File: config.mk
export PLATFORM = sky130hd
export DESIGN_NAME = fpu_issue
export DESIGN_NICKNAME = d
export VERILOG_FILES = /design/src/rtl/fpu_issue.sv
export SDC_FILE = /design/constraint.sdc
export NUM_CORES = 1
export LEC_CHECK = 0
export ABC_AREA = 1
export CAP_MARGIN = 15
export CORE_MARGIN = 5
export CORE_UTILIZATION = 30
export DETAILED_ROUTE_END_ITERATION = 8
export HOLD_SLACK_MARGIN = 0.12
export PLACE_DENSITY = 0.63
export SETUP_SLACK_MARGIN = 0.4
export SYNTH_ARGS = -nofsm -noshare
export SYNTH_HDL_FRONTEND = slang
export SYNTH_SLANG_ARGS = --single-unit
File: constraint.sdc
create_clock -name clk -period 3.55 [get_ports clk]
set_input_delay 0.71 -clock clk [delete_from_list [all_inputs] [get_ports clk]]
set_output_delay 0.71 -clock clk [all_outputs]
set_load 0.01 [all_outputs]
File: src/rtl/fpu_issue.sv
// Issue stage in front of the FPU: takes one decoded request, drives a one-hot
// unit select until the result (or a timeout) arrives, then hands it to writeback.
module fpu_issue #(
  parameter int TIMEOUT = 256,
  parameter int RD_W    = 6
) (
  input  logic            clk,
  input  logic            rstn,
  input  logic            req_valid,
  output logic            req_ready,
  input  logic [3:0]      req_op,
  input  logic [31:0]     req_a,
  input  logic [31:0]     req_b,
  input  logic [3:0]      req_cmp,
  input  logic [RD_W-1:0] req_rd,
  output logic [9:0]      fpu_in_valid,
  output logic [31:0]     fpu_a,
  output logic [31:0]     fpu_b,
  output logic [3:0]      fpu_cmp,
  input  logic [31:0]     fpu_out,
  input  logic            fpu_out_valid,
  output logic            wb_valid,
  input  logic            wb_ready,
  output logic [31:0]     wb_data,
  output logic [RD_W-1:0] wb_rd,
  output logic            wb_err,
  output logic            busy
);

  // Handshakes: a transfer happens on any rising edge where valid and ready
  // are both high; valid is never withdrawn and its payload never changes
  // until that transfer has taken place.

  localparam int CW = (TIMEOUT > 2) ? $clog2(TIMEOUT) : 1;
  localparam logic [CW-1:0] CNT_LAST = CW'(TIMEOUT - 1);
  localparam logic [3:0] OP_FMOV = 4'd9;

  typedef enum logic [1:0] {
    IDLE = 2'd0,
    BUSY = 2'd1,
    WB   = 2'd2
  } state_t;

  state_t          state, state_n;
  logic [3:0]      op_q;
  logic [CW-1:0]   cnt, cnt_n;
  logic [31:0]     wb_data_n;
  logic            wb_err_n;
  logic            accept;

  assign accept = req_valid && req_ready;

  always_comb begin
    state_n   = state;
    cnt_n     = cnt;
    wb_data_n = wb_data;
    wb_err_n  = wb_err;
    req_ready = 1'b0;
    wb_valid  = 1'b0;
    busy      = 1'b1;
    fpu_in_valid = '0;
    case (state)
      IDLE: begin
        req_ready = 1'b1;
        busy      = 1'b0;
        if (req_valid) begin
          cnt_n = '0;
          if (req_op < OP_FMOV) begin
            state_n = BUSY;
          end else if (req_op == OP_FMOV) begin
            state_n   = WB;
            wb_data_n = req_a;
            wb_err_n  = 1'b0;
          end else begin
            state_n   = WB;
            wb_data_n = '0;
            wb_err_n  = 1'b1;
          end
        end
      end
      BUSY: begin
        if (op_q < OP_FMOV) fpu_in_valid = 10'b1 << op_q;
        // A result arriving on the last allowed cycle beats the timeout.
        if (fpu_out_valid) begin
          state_n   = WB;
          wb_data_n = fpu_out;
          wb_err_n  = 1'b0;
        end else if (cnt == CNT_LAST) begin
          state_n   = WB;
          wb_data_n = '0;
          wb_err_n  = 1'b1;
        end else begin
          cnt_n = cnt + 1'b1;
        end
      end
      WB: begin
        wb_valid = 1'b1;
        if (wb_ready) state_n = IDLE;
      end
      default: state_n = IDLE;
    endcase
  end

  always_ff @(posedge clk) begin
    if (!rstn) begin
      state   <= IDLE;
      cnt     <= '0;
      op_q    <= '0;
      fpu_a   <= '0;
      fpu_b   <= '0;
      fpu_cmp <= '0;
      wb_data <= '0;
      wb_rd   <= '0;
      wb_err  <= 1'b0;
    end else begin
      state   <= state_n;
      cnt     <= cnt_n;
      wb_data <= wb_data_n;
      wb_err  <= wb_err_n;
      if (accept) begin
        op_q    <= req_op;
        fpu_a   <= req_a;
        fpu_b   <= req_b;
        fpu_cmp <= req_cmp;
        wb_rd   <= req_rd;
      end
    end
  end

endmodule
==> flow_summary.ini <==
[synth]
netlist_area_um2 = 5340
syn-num-nets = 931
synth_seq_cells = 121
avgSynthCellArea_um2 = 6.55
postSynth.asyncResetShare = 0
synth_warnings = 0
postSynthCellCount = 815
synth_top_flop_cell = dfxtp_1
yosysUniqueCellTypes = 29
synth_edf_count = 0
synth-seq-area-share = 0.454

[critical_path]
required_ps = 2840
cp-startpoint = state[0]
startpoint_type = register
cp-end-kind = output port
crit_type = reg2out
cp.arrival_ps = 2070
ff2ff_path_depth = 9
r2r-start = cnt[0]
r2r_end = state[1]
cp_max_fo = 6
rrSetupSlack_ps = 1540
critPathCapture = fpu_in_valid[5]

[sta]
setup_tns_ps = 0
finClkSkew_ps = 7.03
maxSlewHeadroom = 0.543
drv_slew = 0
fin_crit_ps = 2780
rsz0062_at_grt = no
fin_ws_ps = 768
tightest_slew_ps = 685
setup_viol = 0
hold_viol = 0
fmax_mhz = 359
period_share = 0.784

[floorplan]
die_area_um2 = 20600
start_util = 0.307
num_rows = 48
ios = 235
die_x_um = 143
fp.dieH_um = 143
core_area_um2 = 17400

[place]
gp_congestion = 0.803
pre_cts_slack_ps = 1000
placement.io_buffers = 233
dp.final_hpwl_um = 12500

[drt]
vias = 5674
drtPass1Iterations = 5
drc = 0
drt_first_iter_violations = 233
vias_per_cell = 4.50
drt_wl_total_um = 18400
routedWlPerCell_um = 14.6
antenna_left = 0

[outcome]
status = complete, no violations

[final_layout]
drive_above_1_share = 0.0550
antennaDiodeCount = 0
fill_cells = 1735
area_growth_pct = 57.2
fin_nets = 1139
multiInputGateArea_um2 = 2570
regArea_um2 = 2420

[power_and_ir_drop]
p_clk_frac = 0.404
seq_power_share = 0.370
p_sw_mw = 1.21
peakVddDrop_mv = 0.380
powerDensity_nw_per_um2 = 507
leakagePower_nw = 3.48
power_switching_share = 0.285
p_comb_frac = 0.225
p_int_mw = 3.04

[cts]
cts_tree = yes
clk-insertion-delay-late_ps = 410
clock_path_buffers = 2
cts_hold_buf = 0
cts.clk_slew.worst_paths_ps = 50
clock_sinks = 121
cts_resized = 0
cts_max_level = 4
numCtsBuffers = 17
cts-root-buf = clkbuf_16
cts_setup_buffers = 0

[grt]
grt_pass1_vias = 5529
grt.total_usage = 0.178
grt_max_degree = 77
antenna_found_initial = 0
grt_overflow_total = 0
grt_pass1_wl_um = 29200

[run]
maxCapViolations = 0

[worst_hold_path]
hp-class = reg2reg
## synth_stat cells (2+ instances only)
library cell  count  area, um2
dfxtp_1         121       2420
nand2_2           2       12.5
nand2_1         129        484
nor2_1          335       1260
clkbuf_1         28        105
nand2_4           2       22.5
buf_1             2       7.51
inv_2             4       15.0
buf_4             3       22.5
a21oi_1           8       40.0
o21bai_1          2       15.0
inv_1            19       71.3
nand3_1          39        195
nand4_1           2       12.5
buf_6             3       33.8
o21ai_0          83        415
buf_2            18       90.1
nor3_1            4       20.0
## through the flow
step	cell area [um2]	utilization	total power [mW]	instances	hold slack, ps
after detailed placement	7790	0.449	2.57	1229	464
after floorplan	5340	-	2.06	815	461
after global routing	8380	0.483	4.49	1261	502
after CTS	8380	0.483	4.32	1261	483
after global placement	7790	0.449	2.57	1229	461
final	8380	0.483	4.25	1261	476
## placed cells by master, fill, tap and decap left out, types with 2 or more instances in the layout
master and instances:
a21oi_1 8, buf_12 2, buf_4 9, bufinv_16 2, clkbuf_16 17, clkdlybuf4s50_1 232
clkinv_2 2, clkinv_4 5, clkinvlp_4 2, dfxtp_1 121, inv_1 19, inv_2 4
inv_6 2, nand2_1 127, nand2_2 4, nand2_4 2, nand3_1 39, nand4_1 2
nor2_1 334, nor2_2 2, nor3_1 4, o21ai_0 83, o21bai_1 2
## power by group through the flow
| stage | sequential [mW] | clock [mW] | combinational [mW] |
|---|---|---|---|
| 2_1_floorplan | 1.66 | 0 | 0.400 |
| 3_3_place_gp | 1.60 | 0 | 0.969 |
| 3_5_place_dp | 1.60 | 0 | 0.967 |
| 4_1_cts | 1.58 | 1.77 | 0.972 |
| 5_1_grt | 1.59 | 1.83 | 1.06 |
| 6_report | 1.57 | 1.72 | 0.958 |
## how the worst min path moves through the flow
stage / end / cells after the start / slack (ps) / from
floorplan: cnt[1] / 2 / 460 / cnt[1]
global placement: wb_err / 2 / 460 / wb_err
detailed placement: wb_err / 2 / 460 / wb_err
CTS: wb_data[25] / 2 / 480 / wb_data[25]
global route: wb_rd[5] / 2 / 500 / wb_rd[5]
finish: wb_data[25] / 2 / 480 / wb_data[25]
## critical path, cell delays in order, from the launching register on
cell,delay [ps]
dfxtp_1,450
inv_2,80
nor2_4,180
nand3_1,190
nor3_1,200
clkdlybuf4s50_1,570
## layout make-up
cell class                      instances  area share
Multi-Input combinational cell        617       0.307
Timing Repair Buffer                  243       0.290
Sequential cell                       121       0.289
Clock buffer                           19      0.0528
Tap cell                              225      0.0336
Clock inverter                         13      0.0175
Inverter                               23      0.0103
## cell families after synthesis
logic type,Yosys count,share of synthesized area
AOI/OAI and AO/OA,94,0.0891
adders and majority gates,1,0.00234
and+or+nand+nor,521,0.389
DFF,121,0.454
buffers and inverters,77,0.0647
other,1,0.000703
## state kept, by name (all words and copies together) (netlist names)
| name | count |
|---|---|
| wb_rd | 6 |
| fpu_a | 32 |
| fpu_b | 32 |
| cnt | 8 |
| fpu_cmp | 4 |
| state | 2 |
| op_q | 4 |
| wb_data | 32 |
| wb_err | 1 |
## routing by layer
| layer | up-vias | share of wire | GRT usage |
|---|---|---|---|
| met1 | 2511 | 0.44 | 0.222 |
| met5 | - | 0 | 0 |
| met4 | 0 | 0.0033 | 0.0436 |
| met2 | 196 | 0.46 | 0.291 |
| li1 | 2963 | - | - |
| met3 | 4 | 0.10 | 0.0689 |
(Power assumes the default switching activity.)
